**src/rtl/cdb_arbiter.sv**
```systemverilog
// Common data bus arbiter. Two result sources (arith, load/store) each feed a
// small circular FIFO. One queued result per ready cycle is granted onto a
// registered broadcast bus. When both queues hold entries, they alternate
// round-robin. A misbranch flushes every queued result.
//
// Handshake: a source presents valid with a non-zero rob_id. The entry is
// accepted at the rising edge when rdy=1 and that source's full flag is low.
// A source that sees full must hold its entry and retry; an offer made while
// full is silently dropped. The bus has no back-pressure. cdb_valid is high
// for exactly one rdy=1 cycle per accepted entry.
module cdb_arbiter #(
  parameter int FIFO_DEPTH = 4,
  parameter int ROB_ID_W   = 4,
  parameter int DATA_W     = 32
) (
  input  logic                clk,
  input  logic                rst,
  input  logic                rdy,
  input  logic                valid_from_arith,
  input  logic [ROB_ID_W-1:0] rob_id_from_arith,
  input  logic [DATA_W-1:0]   result_from_arith,
  input  logic                valid_from_ls,
  input  logic [ROB_ID_W-1:0] rob_id_from_ls,
  input  logic [DATA_W-1:0]   result_from_ls,
  input  logic                misbranch_flag,
  output logic                full_to_arith,
  output logic                full_to_ls,
  output logic                cdb_valid,
  output logic [ROB_ID_W-1:0] cdb_rob_id,
  output logic [DATA_W-1:0]   cdb_result
);

  localparam int PTR_W = (FIFO_DEPTH > 1) ? $clog2(FIFO_DEPTH) : 1;
  localparam int CNT_W = $clog2(FIFO_DEPTH + 1);
  localparam logic [CNT_W-1:0] CNT_FULL = CNT_W'(FIFO_DEPTH);
  localparam logic [CNT_W-1:0] CNT_ONE  = CNT_W'(1);
  localparam logic [CNT_W-1:0] CNT_ZERO = '0;

  // Index 0 is the arith source, index 1 is the load/store source.
  typedef enum logic {
    PRIO_ARITH = 1'b0,
    PRIO_LS    = 1'b1
  } prio_t;

  logic [ROB_ID_W-1:0] id_mem   [2][FIFO_DEPTH];
  logic [DATA_W-1:0]   data_mem [2][FIFO_DEPTH];
  logic [PTR_W-1:0]    head     [2];
  logic [PTR_W-1:0]    tail     [2];
  logic [CNT_W-1:0]    count    [2];
  prio_t               prio;

  logic                src_valid [2];
  logic [ROB_ID_W-1:0] src_id    [2];
  logic [DATA_W-1:0]   src_data  [2];
  logic [1:0]          push;
  logic [1:0]          pop;
  logic [1:0]          full;
  logic [1:0]          not_empty;
  logic                gsel;
  logic [ROB_ID_W-1:0] head_id;
  logic [DATA_W-1:0]   head_data;

  // Source bundling, acceptance and round-robin grant, all from pre-edge state.
  always_comb begin
    src_valid[0] = valid_from_arith;
    src_id[0]    = rob_id_from_arith;
    src_data[0]  = result_from_arith;
    src_valid[1] = valid_from_ls;
    src_id[1]    = rob_id_from_ls;
    src_data[1]  = result_from_ls;
    push         = '0;
    full         = '0;
    not_empty    = '0;
    for (int s = 0; s < 2; s++) begin
      full[s]      = (count[s] == CNT_FULL);
      not_empty[s] = (count[s] != CNT_ZERO);
      // A zero id means "no producer" and is never queued.
      push[s]      = rdy && src_valid[s] && (src_id[s] != '0) && !full[s];
    end
    pop    = '0;
    pop[0] = rdy && not_empty[0] && (!not_empty[1] || prio == PRIO_ARITH);
    pop[1] = rdy && not_empty[1] && !pop[0];
    gsel      = pop[1];
    head_id   = id_mem[gsel][head[gsel]];
    head_data = data_mem[gsel][head[gsel]];
  end

  assign full_to_arith = full[0];
  assign full_to_ls    = full[1];

  // Queue storage. A write at a flush/reset edge is harmless because the
  // pointers are cleared at that same edge.
  always_ff @(posedge clk) begin
    for (int s = 0; s < 2; s++) begin
      if (push[s]) begin
        id_mem[s][tail[s]]   <= src_id[s];
        data_mem[s][tail[s]] <= src_data[s];
      end
    end
  end

  // Pointers, occupancy, priority and the registered broadcast bus.
  always_ff @(posedge clk) begin
    if (rst) begin
      for (int s = 0; s < 2; s++) begin
        head[s]  <= '0;
        tail[s]  <= '0;
        count[s] <= '0;
      end
      prio       <= PRIO_ARITH;
      cdb_valid  <= 1'b0;
      cdb_rob_id <= '0;
      cdb_result <= '0;
    end else if (misbranch_flag) begin
      // Flush discards queued and in-flight pushes but keeps fairness state.
      for (int s = 0; s < 2; s++) begin
        head[s]  <= '0;
        tail[s]  <= '0;
        count[s] <= '0;
      end
      cdb_valid <= 1'b0;
    end else if (rdy) begin
      for (int s = 0; s < 2; s++) begin
        if (push[s]) tail[s] <= tail[s] + 1'b1;
        if (pop[s])  head[s] <= head[s] + 1'b1;
        if (push[s] && !pop[s])      count[s] <= count[s] + CNT_ONE;
        else if (pop[s] && !push[s]) count[s] <= count[s] - CNT_ONE;
      end
      if (pop != 2'b00) begin
        cdb_valid  <= 1'b1;
        cdb_rob_id <= head_id;
        cdb_result <= head_data;
        prio       <= pop[0] ? PRIO_LS : PRIO_ARITH;
      end else begin
        cdb_valid <= 1'b0;
      end
    end
  end

endmodule

```
**config.mk**
```make
export PLATFORM = sky130hd
export DESIGN_NAME = cdb_arbiter
export DESIGN_NICKNAME = d
export VERILOG_FILES = /design/src/rtl/cdb_arbiter.sv
export SDC_FILE = /design/constraint.sdc
export NUM_CORES = 1
export LEC_CHECK = 0
export ABC_AREA = 1
export CAP_MARGIN = 25
export CORE_UTILIZATION = 58
export CTS_CLUSTER_SIZE = 16
export DETAILED_ROUTE_END_ITERATION = 10
export PLACE_DENSITY = 0.8
export SYNTH_ARGS = -nofsm -noshare
export SYNTH_HDL_FRONTEND = slang
export SYNTH_SLANG_ARGS = --single-unit
```
**constraint.sdc**
```tcl
create_clock -name clk -period 3.9 [get_ports clk]
set_clock_uncertainty 0.1 [all_clocks]
set_input_delay 0.78 -clock clk [delete_from_list [all_inputs] [get_ports clk]]
set_output_delay 0.78 -clock clk [all_outputs]
set_load 0.05 [all_outputs]
```
Word level (Yosys, flattened, before mapping)
Memory sizes are Yosys's and may differ from the RTL's. Cells that the tools add are included.

Register bits: 38. Memory bits (writable): 302. Input bits: 78. Output and inout bits: 39. Logic and storage cells: 154. Memories kept: 5.

$add $sub $neg: 8. Magnitude comparators: 5. Eq/ne operators: 2. Multiplexer cells: 80. Bitwise logic cells: 19. Reductions and logical operators: 31.

Memories: data_mem (depth 2, width 128, read ports 1, clocked after Yosys merged registers in 0, wr ports 2, RTL line 46) `logic [DATA_W-1:0] data_mem [2][FIFO_DEPTH];`; id_mem (depth 2, width 16, read ports 1, clocked after Yosys merged registers in 0, wr ports 2, RTL line 45) `logic [ROB_ID_W-1:0] id_mem [2][FIFO_DEPTH];`; count (depth 2, width 3, read ports 2, clocked after Yosys merged registers in 0, wr ports 2, RTL line 49) `logic [CNT_W-1:0] count [2];`; head (depth 2, width 2, read ports 3, clocked after Yosys merged registers in 0, wr ports 2, RTL line 47) `logic [PTR_W-1:0] head [2];`; tail (depth 2, width 2, read ports 2, clocked after Yosys merged registers in 0, wr ports 2, RTL line 48) `logic [PTR_W-1:0] tail [2];`.

Operator list (number): $mux W128 (2); $demux W32 S2 (2); $mux W32 (4); $bmux W32 S2 (1); $mux W1 (48); $mux W16 (2); $mux W3 (6); $demux W4 S2 (2); $logic_and A1 B1 Y1 (16); $mux W2 (8); $mux W4 (4); $or A1 B1 Y1 (14); $ge A3 B3 Y1 const B (3); $not A2 Y3 (3); $add A2 B1 Y2 const B (4); $bmux W4 S2 (1); $reduce_bool A4 Y1 (2); $logic_not A1 Y1 (7); $add A3 B1 Y3 const B (2); $eq A3 B3 Y1 const B (2); $lt A3 B1 Y1 const B (2); $reduce_bool A3 Y1 (2); $sub A3 B1 Y3 const B (2); $reduce_and A3 Y1 (1); 4 further kinds (5).

Longest topological paths before layout
Gate-level depths: netlist (run 1).

Word-level depth: 15. Depth in mapped cells: 16. Depth with buffers taken out: 14.

Worst setup path after synthesis (run 1)
OpenSTA, ideal clock, no wires.

Path kind: input to register. Start point: input rob_id_from_arith[3]. End point: memory data_mem[0][0] (netlist bit), enable pin. Library setup time: 429 ps. Arrival: 2599 ps. Required time: 3371 ps. Slack: 772 ps. Stages on the path: 4. Buffers on the path: 0. Cells stage by stage: nor2_1 nand2_1 nand4_1 nor2_1.

RTL lines: start: declaration (RTL line 20) `input logic [ROB_ID_W-1:0] rob_id_from_arith,`; end: declaration (RTL line 46).

==> results of run 1 <==
## where the power goes
| group | internal (mW) | switching, mW | total, mW |
|---|---|---|---|
| clock | 2.02 | 1.35 | 3.37 |
| sequential | 4.11 | 0.0616 | 4.17 |
| combinational | 0.497 | 1.06 | 1.56 |
| total | 6.63 | 2.47 | 9.10 |
## stage by stage
step                cell area [µm²]  setup WS (ns)  hold slack, ns  std cells  power (mW)
global route                  17280         0.6346          0.4736       1895       9.455
detailed placement            16080         0.3618          0.4029       1830       5.774
floorplan                     14540         0.7716          0.3714       1446       5.295
global placement              16080         0.4886          0.3956       1830       5.733
finish                        17280         0.7958          0.4218       1896       9.102
CTS                           17250         0.7855          0.4142       1894       9.121
## critical path, stage by stage, from the launching register on
cell and delay, ns:
edfxtp_1 0.42, inv_1 0.10, ha_1 0.25, nand2_1 0.10
inv_1 0.07, clkdlybuf4s50_1 0.79
## cell usage in the layout (no fill, tap or decap), drive strengths merged, types with 4 or more instances in the layout
master,count
bufinv,4
inv,73
dfxtp,38
nand2,637
clkbuf,43
buf,26
nor2,100
ha,11
clkdlybuf4s50,115
clkinv,13
o21ai,4
edfxtp,302
nand3,186
## area by class of cell
class	instances	area [µm²]	share of cell area
sequential	340	9829	0.5689
multi-input combinational	954	4100	0.2373
timing repair buffer	141	1501	0.08690
clock buffer	43	958.4	0.05547
tap	324	405.4	0.02346
inverter	72	270.3	0.01564
clock inverter	21	210.2	0.01217
antenna	1	2.502	0.0001448
## cell families (layout without fill, tap and decap cells)
family	after synthesis	after routing
other	0	1
AO/OA/AOI/OAI	8	8
buffers and inverters	152	277
XOR/XNOR	6	6
adder cells (fa/ha/maj)	12	12
AND/OR/NAND/NOR	928	928
flip-flops	340	340
## state kept, by name, indices dropped and copies added, names as in the netlist
| register | flops |
|---|---|
| count | 6 |
| head | 4 |
| cdb_result | 32 |
| prio | 1 |
| cdb_rob_id | 4 |
| cdb_valid | 1 |
| data_mem | 256 |
| tail | 4 |
| id_mem | 32 |
## layer usage
metal | share of wire | wire [µm]
met1 | 0.38 | 12930
met2 | 0.49 | 16720
met3 | 0.092 | 3110
met4 | 0.033 | 1124
met5 | 0 | 0
## worst paths after layout
kind / from / to / slack, ns / depth (start not counted)
setup / recovery: count[1][0]$_DFFE_PP_ / full_to_ls / 0.80 / 5
setup reg to reg: count[1][0]$_DFFE_PP_ / cdb_result[12]$_SDFFE_PP0P_ / 0.84 / 13
hold / removal: prio$_SDFFE_PP0P_ / prio$_SDFFE_PP0P_ / 0.42 / 2
hold reg to reg: prio$_SDFFE_PP0P_ / prio$_SDFFE_PP0P_ / 0.42 / 2
==> flow_metrics.tcl, run 1 <==
set metrics [dict create \
    synthMuxAreaShare 0 \
    timing.slew.headroom 0.3458 \
    seq_area_frac_synth 0.6762 \
    met2_usage 0.4565 \
    async_flop_share 0 \
    drc 0 \
    status "completed" \
    met3_usage 0.04390 \
    hold_class "register to register" \
    end_kind "primary output" \
    worstSetupStartpointType "register" \
    setup_viol_count_final 0 \
    synth.top_cells.by_count "634 x nand2_1, 302 x edfxtp_1, 185 x nand3_1" \
    grt_pass1_wl_um 53160 \
    synth-simple-area-share 0.2586 \
    num_vias 10430 \
    min_period_ns 3.104 \
    power.leakage_nw 7.171 \
    cts_resized 0 \
    use_met1 0.3433 \
    finalCritPeriodShare 0.7959 \
    post_cts_buffers 0 \
    tightest_slew_ns 0.9799 \
    slew_violations 0 \
    die_area_mm2 0.02570 \
    final_nets 1635 \
    synthXorXnorAreaFrac 0.003615 \
    postRouteAntennaNets 0 \
    final_util 0.7063 \
    grt_setup_unrepaired "false" \
    core_area_mm2 0.02446 \
    cts_tree "done" \
    post-synth-top-count-cell "nand2_1" \
    synth-compound-area-share 0.004906 \
    grt_busiest_layer "met2" \
    synth_cells 1446 \
    overflow 0 \
    cts-root-buf "clkbuf_16" \
    postCtsHoldBufs 0 \
    avgSynthCellArea_um2 10.05 \
    path_clk_slew_ns 0.06 \
    clock_latency_ns 0.51 \
    ir_drop_uv 320.5 \
    wl_per_cell_um 17.87 \
    antenna_found_initial 1 \
    fmax_mhz 322.1 \
    critPathMaxFanout 3 \
    synth.distinct_cells 29 \
    port_buffers 116 \
    place_hpwl_um 18090 \
    yosys_most_used_dff "edfxtp_1" \
    synth_top_area_cell "edfxtp_1" \
    place_congestion 0.8294 \
    synth_top_family_by_area "simple AND/OR/NAND/NOR gates" \
    power-per-cell-area_mw_per_mm2 526.8 \
    layout-drive-gt1-share 0.06365 \
    crit_type "register to primary output" \
    drt-pass1-iter-count 5 \
    ys_warn_count 0 \
    via_per_inst 5.502 \
    clockBufferDepth 3 \
    hold_violations 0 \
    synth_edf_count 302 \
    die_w_um 160.3 \
    syn_nets 1536 \
    totalWireLength_um 33880 \
    fin_tns_setup_ns 0 \
    synth_area_mm2 0.01454 \
    synth-seq-cells 340 \
    synth_top_area_share 0.6239 \
    io_pins 117 \
    grt_max_degree 151 \
    grtUsageTotal 0.2682 \
    start_util 0.5942 \
    drv_cap 0 \
    htree_levels 2 \
    required_ns 3.02 \
    arrival_ns 2.22 \
    synthToLayoutAreaGrowth_pct 18.86 \
    die-height_um 160.3 \
    row_count 57 \
    synth_fa_ha_area_frac 0.01085 \
    cts_sinks 340 \
    fillers 1673 \
    synth.area.top_cells "edfxtp_1 62%, nand2_1 16%, nand3_1 6.4%, dfxtp_1 5.2%, nor2_1 2.6%" \
    drt_iter0_markers 1132 \
    grt_pass1_vias 10220 \
    cts-buffers-inserted 36 \
]
(Power assumes the default switching activity.)
==> run 2, diff against run 1 <==
CORE_UTILIZATION = 53   (was 58)
PLACE_DENSITY = 0.77   (was 0.8)
clock period = 2.7 ns   (was 3.9 ns; I/O delays follow)
==> flow_metrics.tcl, run 2 (synthesized netlist as in run 1, its figures left out) <==
set metrics [dict create \
    status "completed" \
    grtUsageTotal 0.2419 \
    fillers 1950 \
    power-per-cell-area_mw_per_mm2 750.9 \
    critPathBufInv 2 \
    largest_reg_flops 256 \
    clockBufferDepth 3 \
    port_buffers 116 \
    path_cells "inv_1 -> ha_1 -> nand2_1 -> nand2_1 -> nand3_4 -> or2_2 -> fa_1 -> xor2_1 -> xor2_1 -> nand2_1 -> inv_1" \
    htree_levels 2 \
    crit_end "count[0][2]$_SDFFCE_PN0P_" \
    postCtsHoldBufs 0 \
    setup_ws_ns 0.1576 \
    crit_type "register to register" \
    clock_latency_ns 0.51 \
    drv_cap 0 \
    die_area_mm2 0.02809 \
    die_w_um 167.6 \
    wl_per_cell_um 17.45 \
    cts_sinks 340 \
    postRouteAntennaNets 0 \
    ir_drop_uv 374.2 \
    worstRegToRegCells 11 \
    end_kind "register" \
    antenna_found_initial 3 \
    fin_tns_setup_ns 0 \
    grt_setup_unrepaired "false" \
    via_per_inst 5.395 \
    fmax_mhz 393.3 \
    drt-pass1-iter-count 6 \
    min_period_ns 2.542 \
    slew_violations 0 \
    critPathMaxFanout 3 \
    synthToLayoutAreaGrowth_pct 21.57 \
    path_clk_slew_ns 0.06 \
    power.leakage_nw 7.377 \
    total_power_mw 13.27 \
    pre_cts_slack_ns -0.2991 \
    cpPeakStageDelay_ns 0.43 \
    core_area_mm2 0.02695 \
    final_util 0.6557 \
    die-height_um 167.6 \
    required_ns 2.87 \
    place_hpwl_um 19840 \
    cp_common_cell "nand2_1" \
    hold_class "register to register" \
    grt_pass1_wl_um 52170 \
    whs_ns 0.3994 \
    grt_pass1_vias 10090 \
    arrival_ns 2.71 \
    instances_no_fill 1938 \
    crit_slowest_cell "edfxtp_1" \
    cp.depth 11 \
    worstReg2RegStart "count[1][0]$_DFFE_PP_" \
    crit_family "adder cells" \
    worstSetupStartpointType "register" \
    drt_iter0_markers 1061 \
    io_pins 117 \
    drc 0 \
    dpl-instance-area_mm2 0.01650 \
    row_count 60 \
    num_vias 10460 \
    setup_viol_count_final 0 \
    start_util 0.5394 \
    reg2reg_slack_ns 0.16 \
    layout-drive-gt1-share 0.07890 \
    cts_tree "done" \
    cts-root-buf "clkbuf_16" \
    num_antenna_cells 0 \
    timing.slew.headroom 0.6004 \
    final_cell_mix "634 x nand2_1, 302 x edfxtp_1, 185 x nand3_1" \
    cts-buffers-inserted 35 \
    finalCritPeriodShare 0.9416 \
    startpoint "count[1][0]$_DFFE_PP_" \
    finish.instance_area_mm2 0.01767 \
    totalWireLength_um 33810 \
    tightest_slew_ns 0.5995 \
    final_nets 1661 \
    grt_max_degree 85 \
    dp_cells 1875 \
    hold_violations 0 \
    overflow 0 \
    place_congestion 0.8127 \
    worstReg2RegEnd "count[0][2]$_SDFFCE_PN0P_" \
    layout_commonest_cell "nand2_1" \
]
-- run 2: timing repair --
action	in CTS	in global routing
resized for setup	0	1
setup buffers	0	0
setup endpoints to repair	0	1
-- run 2: power breakdown --
group          total, mW  switching (mW)  internal (mW)  leakage [nW]
Combinational       2.39            1.56          0.830          3.72
Clock               4.86            1.89           2.96         0.573
Sequential          6.02          0.0852           5.94          3.08
Total               13.3            3.54           9.73          7.38
-- run 2: worst min-delay path by stage --
stage,start,cells after the start,end
2_1_floorplan,prio$_SDFFE_PP0P_,2,prio$_SDFFE_PP0P_
3_3_place_gp,prio$_SDFFE_PP0P_,2,prio$_SDFFE_PP0P_
3_5_place_dp,prio$_SDFFE_PP0P_,2,prio$_SDFFE_PP0P_
4_1_cts,rst,5,cdb_valid$_SDFFE_PP0P_
5_1_grt,rst,5,cdb_valid$_SDFFE_PP0P_
6_report,prio$_SDFFE_PP0P_,2,prio$_SDFFE_PP0P_
-- run 2: per-layer routing --
| layer | vias up | track usage | part of all wire |
|---|---|---|---|
| met5 | - | 0 | 0.0012 |
| met4 | 6 | 0.09254 | 0.021 |
| met3 | 67 | 0.04491 | 0.083 |
| met2 | 460 | 0.4101 | 0.50 |
| met1 | 4929 | 0.3097 | 0.40 |
| li1 | 4994 | - | - |
-- run 2: worst reg2reg max path, stage by stage, from the launching register on --
cell and delay, ns:
edfxtp_1 0.43, inv_1 0.11, ha_1 0.26, nand2_1 0.09, nand2_1 0.10, nand3_4 0.06
or2_2 0.33, fa_1 0.39, xor2_1 0.16, xor2_1 0.16, nand2_1 0.06, inv_1 0.04
-- run 2: cell type report --
cell class,count,area (µm²),area share
sequential,340,9829,0.5562
multi-input combinational,954,4100,0.2320
timing repair buffer,168,1872,0.1059
clock buffer,46,989.7,0.05600
tap,341,426.7,0.02414
inverter,72,270.3,0.01529
clock inverter,17,183.9,0.01041
